===== config.mk =====
export PLATFORM = sky130hd
export DESIGN_NAME = wb_master_bridge
export DESIGN_NICKNAME = d
export VERILOG_FILES = /design/src/rtl/wb_master_bridge.sv
export SDC_FILE = /design/constraint.sdc
export NUM_CORES = 1
export LEC_CHECK = 0
export BUFFER_PORTS_ARGS = -buffer_cell sky130_fd_sc_hd__buf_2
export CORE_MARGIN = 4
export CORE_UTILIZATION = 34
export DETAILED_ROUTE_END_ITERATION = 7
export SETUP_SLACK_MARGIN = 0.02
export SYNTH_ARGS = -nofsm -noshare
export SYNTH_HDL_FRONTEND = slang
export SYNTH_SLANG_ARGS = --single-unit

===== constraint.sdc =====
create_clock -name wb_clk_i -period 2.4 [get_ports wb_clk_i]
set_clock_uncertainty 0.1 [all_clocks]
set_input_delay 0.6 -clock wb_clk_i [delete_from_list [all_inputs] [get_ports wb_clk_i]]
set_output_delay 0.6 -clock wb_clk_i [all_outputs]
set_load 0.05 [all_outputs]

===== src/rtl/wb_master_bridge.sv =====
// Valid/ready command to Wishbone classic single-transfer bridge: cyc/stb 1 cycle after accept, response 1 cycle after ack/err/timeout.
// Backpressure: one transaction in flight; req_ready_o stays low until the response is taken via rsp_ready_i.
module wb_master_bridge #(
    parameter int unsigned TIMEOUT = 255
) (
    input  logic        wb_clk_i,
    input  logic        wb_rst_n,

    input  logic        req_valid_i,
    output logic        req_ready_o,
    input  logic        req_we_i,
    input  logic [3:0]  req_sel_i,
    input  logic [31:0] req_adr_i,
    input  logic [31:0] req_dat_i,

    output logic        rsp_valid_o,
    input  logic        rsp_ready_i,
    output logic [31:0] rsp_dat_o,
    output logic        rsp_err_o,

    output logic        wbm_cyc_o,
    output logic        wbm_stb_o,
    output logic        wbm_we_o,
    output logic [3:0]  wbm_sel_o,
    output logic [31:0] wbm_adr_o,
    output logic [31:0] wbm_dat_o,
    input  logic        wbm_ack_i,
    input  logic        wbm_err_i,
    input  logic [31:0] wbm_dat_i,

    output logic        busy_o
);

    localparam logic [1:0] S_IDLE = 2'd0;
    localparam logic [1:0] S_BUS  = 2'd1;
    localparam logic [1:0] S_RESP = 2'd2;

    localparam logic [15:0] TO_LIM = 16'(TIMEOUT);
    localparam logic        TO_EN  = (TIMEOUT != 0);

    logic [1:0]  state;
    logic [15:0] wait_cnt;
    logic        bus_timeout;
    logic        bus_done;

    // Timeout only fires when the responder is silent; ack/err win in the same cycle.
    always_comb begin
        bus_timeout = TO_EN && (wait_cnt == TO_LIM) && !wbm_ack_i && !wbm_err_i;
        bus_done    = wbm_ack_i || wbm_err_i || bus_timeout;
    end

    always_ff @(posedge wb_clk_i or negedge wb_rst_n) begin
        if (!wb_rst_n) begin
            state       <= S_IDLE;
            wait_cnt    <= 16'h0;
            req_ready_o <= 1'b0;
            rsp_valid_o <= 1'b0;
            rsp_dat_o   <= 32'h0;
            rsp_err_o   <= 1'b0;
            wbm_cyc_o   <= 1'b0;
            wbm_stb_o   <= 1'b0;
            wbm_we_o    <= 1'b0;
            wbm_sel_o   <= 4'h0;
            wbm_adr_o   <= 32'h0;
            wbm_dat_o   <= 32'h0;
            busy_o      <= 1'b0;
        end else begin
            case (state)
                S_IDLE: begin
                    req_ready_o <= 1'b1;
                    if (req_valid_i && req_ready_o) begin
                        state       <= S_BUS;
                        req_ready_o <= 1'b0;
                        busy_o      <= 1'b1;
                        wait_cnt    <= 16'h0;
                        wbm_cyc_o   <= 1'b1;
                        wbm_stb_o   <= 1'b1;
                        wbm_we_o    <= req_we_i;
                        wbm_sel_o   <= req_sel_i;
                        wbm_adr_o   <= req_adr_i;
                        wbm_dat_o   <= req_dat_i;
                    end
                end
                S_BUS: begin
                    if (bus_done) begin
                        state       <= S_RESP;
                        wbm_cyc_o   <= 1'b0;
                        wbm_stb_o   <= 1'b0;
                        rsp_valid_o <= 1'b1;
                        // Timeout leaves ack low, so it reports as an error too.
                        rsp_err_o   <= wbm_err_i || !wbm_ack_i;
                        rsp_dat_o   <= (wbm_ack_i && !wbm_err_i && !wbm_we_o) ? wbm_dat_i : 32'h0;
                    end else if (wait_cnt != 16'hFFFF) begin
                        wait_cnt <= wait_cnt + 16'h1;
                    end
                end
                S_RESP: begin
                    if (rsp_ready_i) begin
                        state       <= S_IDLE;
                        rsp_valid_o <= 1'b0;
                        busy_o      <= 1'b0;
                        req_ready_o <= 1'b1;
                    end
                end
                default: begin
                    state       <= S_IDLE;
                    wbm_cyc_o   <= 1'b0;
                    wbm_stb_o   <= 1'b0;
                    rsp_valid_o <= 1'b0;
                    busy_o      <= 1'b0;
                    req_ready_o <= 1'b0;
                end
            endcase
        end
    end

endmodule


==> impl_metrics.py <==
metrics = {
    "outcome": {
        "status": "completed",
    },
    "routing": {
        "wl_per_cell_um": 14.8,
        "dr.pass1.iters": 4,
        "drc": 0,
        "post_drt_via_cell_ratio": 4.80,
        "drt_iter0_drc": 189,
        "wl_um": 14800,
        "drtAntennaViolNets": 0,
        "dr_total_vias": 4801,
    },
    "place": {
        "dpl_cell_area_um2": 6460,
        "dp_hpwl_um": 10000,
        "gp_congestion": 0.796,
        "port_buffers": 213,
    },
    "pwr": {
        "peakVddDrop_v": 0.00101,
        "p_per_area_nw_per_um2": 1620,
        "p_int_w": 0.00581,
        "p_leak_nw": 3.88,
        "seqPwrFrac_pct": 29.2,
        "clockPowerShare_pct": 21.4,
        "swShare_pct": 50.3,
        "p_comb_share_pct": 49.4,
        "p_sw_w": 0.00589,
    },
    "setup_path": {
        "cp.arrival_ns": 2.59,
        "path_class": "flip-flop to flip-flop",
        "crit_family": "compound AO/OA/AOI/OAI gates",
        "path_max_fanout": 7,
        "path_cells": "or4_4, o41ai_4, buf_12, a221o_2, buf_4, o31ai_1, a21oi_1",
        "slowest_stage": "or4_4",
        "start_kind": "flip-flop",
        "critPathBufInv": 2,
        "worstSetupEndpointType": "flip-flop",
        "critPathMaxStageDelay_ns": 0.57,
        "crit_required_ns": 2.63,
    },
    "cts": {
        "cts_tree": "yes",
        "cts_made_buffers": 17,
        "clkSlewWorstSetupHoldPaths_ns": 0.06,
        "cts.sinks": 124,
        "insertion_delay_ns": 0.41,
        "cts-root-buf": "clkbuf_16",
        "cts_buffer_depth": 2,
        "htree_levels": 4,
    },
    "final_layout": {
        "mostFrequentLayoutCells": "282 x nand2_1, 212 x buf_2, 124 x dfrtp_1",
        "final_cell_area_um2": 7240,
        "area_delta_synth_final_pct": 42.0,
        "final_common_cell": "nand2_1",
        "drive_gt1_share_pct": 36.3,
        "layout.nets": 911,
        "num_antenna_cells": 0,
        "final_util_pct": 49.6,
    },
    "timing": {
        "period_needed_ns": 2.36,
        "slew_viol_final": 0,
        "tightest_slew_ns": 0.459,
        "finalHoldViolations": 0,
        "slew_headroom_pct": 69.3,
        "finalCritPeriodShare_pct": 98.4,
        "max_freq_ghz": 0.423,
        "setup_viol": 0,
    },
    "flow_run": {
        "cap_violations": 0,
    },
    "min_path": {
        "min_path_type": "primary input to flip-flop",
    },
    "die": {
        "ioPinCount": 214,
        "die_y_um": 130,
        "initial_core_util_pct": 34.9,
        "core_area_um2": 14600,
        "num_rows": 44,
        "dieWidth_um": 130,
        "dieArea_um2": 17000,
    },
    "synth": {
        "synth_edf_count": 0,
        "seq_area_frac_synth_pct": 60.9,
        "synthCells": 569,
        "ys_ff_latch": 124,
        "async_reset_ff_share_pct": 100,
        "ys.flop_type": "dfrtp_1",
        "avgSynthCellArea_um2": 8.96,
        "syn_area_um2": 5100,
        "syn-num-nets": 677,
        "ys_warn_count": 0,
        "synth_cell_types": 35,
    },
    "global_route": {
        "grt_pass1_vias": 4566,
        "grt_start_max_net_pins": 85,
        "grt_pass1_wl_um": 22000,
        "grt_usage_pct": 16.5,
        "grt_antenna_before_repair": 1,
        "grt.overflow.total": 0,
    },
}
==> metal layers <==
layer	routed length [um]	vias to the layer above	track usage, %
met5	19	-	0
met4	357	2	7.50
met3	1270	28	6.95
met2	7330	174	25.9
met1	5780	2274	19.9
li1	-	2323	-
==> tightest hold or removal path, delay by kind of cell <==
kind | cells | cell delay [ns]
buffers and inverters | 1 | 0.07
and+or+nand+nor | 2 | 0.08
==> flip-flops by register name, indices dropped and copies added, names as in the netlist, 2 cells and up <==
signal and cells:
wbm_sel_o 4, wbm_adr_o 32, wbm_dat_o 32, wait_cnt 16, state 2, rsp_dat_o 32
==> worst paths after layout <==
path	from	to	cells past startpoint	slack [ns]
min	req_dat_i[5]	wbm_dat_o[5]	3	0.28
max in group asynchronous	wb_rst_n	wbm_dat_o[29]	3	1.05
min reg2reg	wbm_dat_o[31]	wbm_dat_o[31]	2	0.37
max	wait_cnt[14]	wait_cnt[7]	7	0.04
min in group asynchronous	wb_rst_n	rsp_dat_o[15]	2	0.54
max reg2reg	wait_cnt[14]	wait_cnt[7]	7	0.04
==> power groups by stage <==
stage / sequential [W] / combinational, W / clock [W]
floorplan: 0.00621 / 0.00138 / 0
global placement: 0.00341 / 0.00557 / 0
detailed placement: 0.00343 / 0.00564 / 0
CTS: 0.00342 / 0.00563 / 0.00256
global route: 0.00352 / 0.00617 / 0.00266
finish: 0.00341 / 0.00578 / 0.00250
==> logic make-up after synthesis <==
| kind of cell | after synthesis | share of synthesized area (%) |
|---|---|---|
| compound gates | 77 | 8.86 |
| simple gates | 325 | 26.2 |
| buf+inv | 41 | 3.61 |
| fa+ha+maj | 1 | 0.245 |
| flops | 124 | 60.9 |
| mux | 1 | 0.221 |
==> cell type report <==
cell class	count	area (um^2)
inverters	7	26.3
flip-flops and latches	124	3100
clock inverters	14	144
clock buffers	18	439
well taps	184	230
repair buffers	246	1420
multi-input cells	407	1880
fillers	1407	7350
==> metrics by stage <==
step / TNS (ns) / hold slack [ns] / setup slack [ns] / std cells / total power, W
6_report: 0 / 0.276 / 0.0380 / 1000 / 0.0117
2_1_floorplan: 0 / 0.204 / 0.132 / 569 / 0.00759
5_1_grt: -0.00814 / 0.257 / -0.00349 / 1000 / 0.0124
4_1_cts: 0 / 0.255 / 0.0256 / 985 / 0.0116
3_5_place_dp: -1.20 / 0.358 / -0.145 / 952 / 0.00907
3_3_place_gp: -0.888 / 0.354 / -0.123 / 952 / 0.00897
==> synth_stat cells (3+ instances only) <==
cell type,count,area (um^2)
buf_2,3,15.0
nand3_1,7,35.0
inv_1,7,26.3
or4_1,10,75.1
buf_6,3,33.8
nand2_1,283,1060
or3_1,4,25.0
o21ai_1,5,25.0
or3_2,3,22.5
clkbuf_1,27,101
nor2_1,4,15.0
a21oi_1,19,95.1
o21ai_0,37,185
dfrtp_1,124,3100
o31ai_1,9,67.6
==> repair_timing <==
item / in CTS / in global routing
setup buffers: 0 / 10
endpoints found under the hold margin: 19 / 0
pin swaps: 1 / 5
cloned: 0 / 5
hold buffers: 1 / 0
gates resized for setup: 0 / 8
endpoints found under the setup margin: 6 / 13
Power figures use the tool's default switching activity.
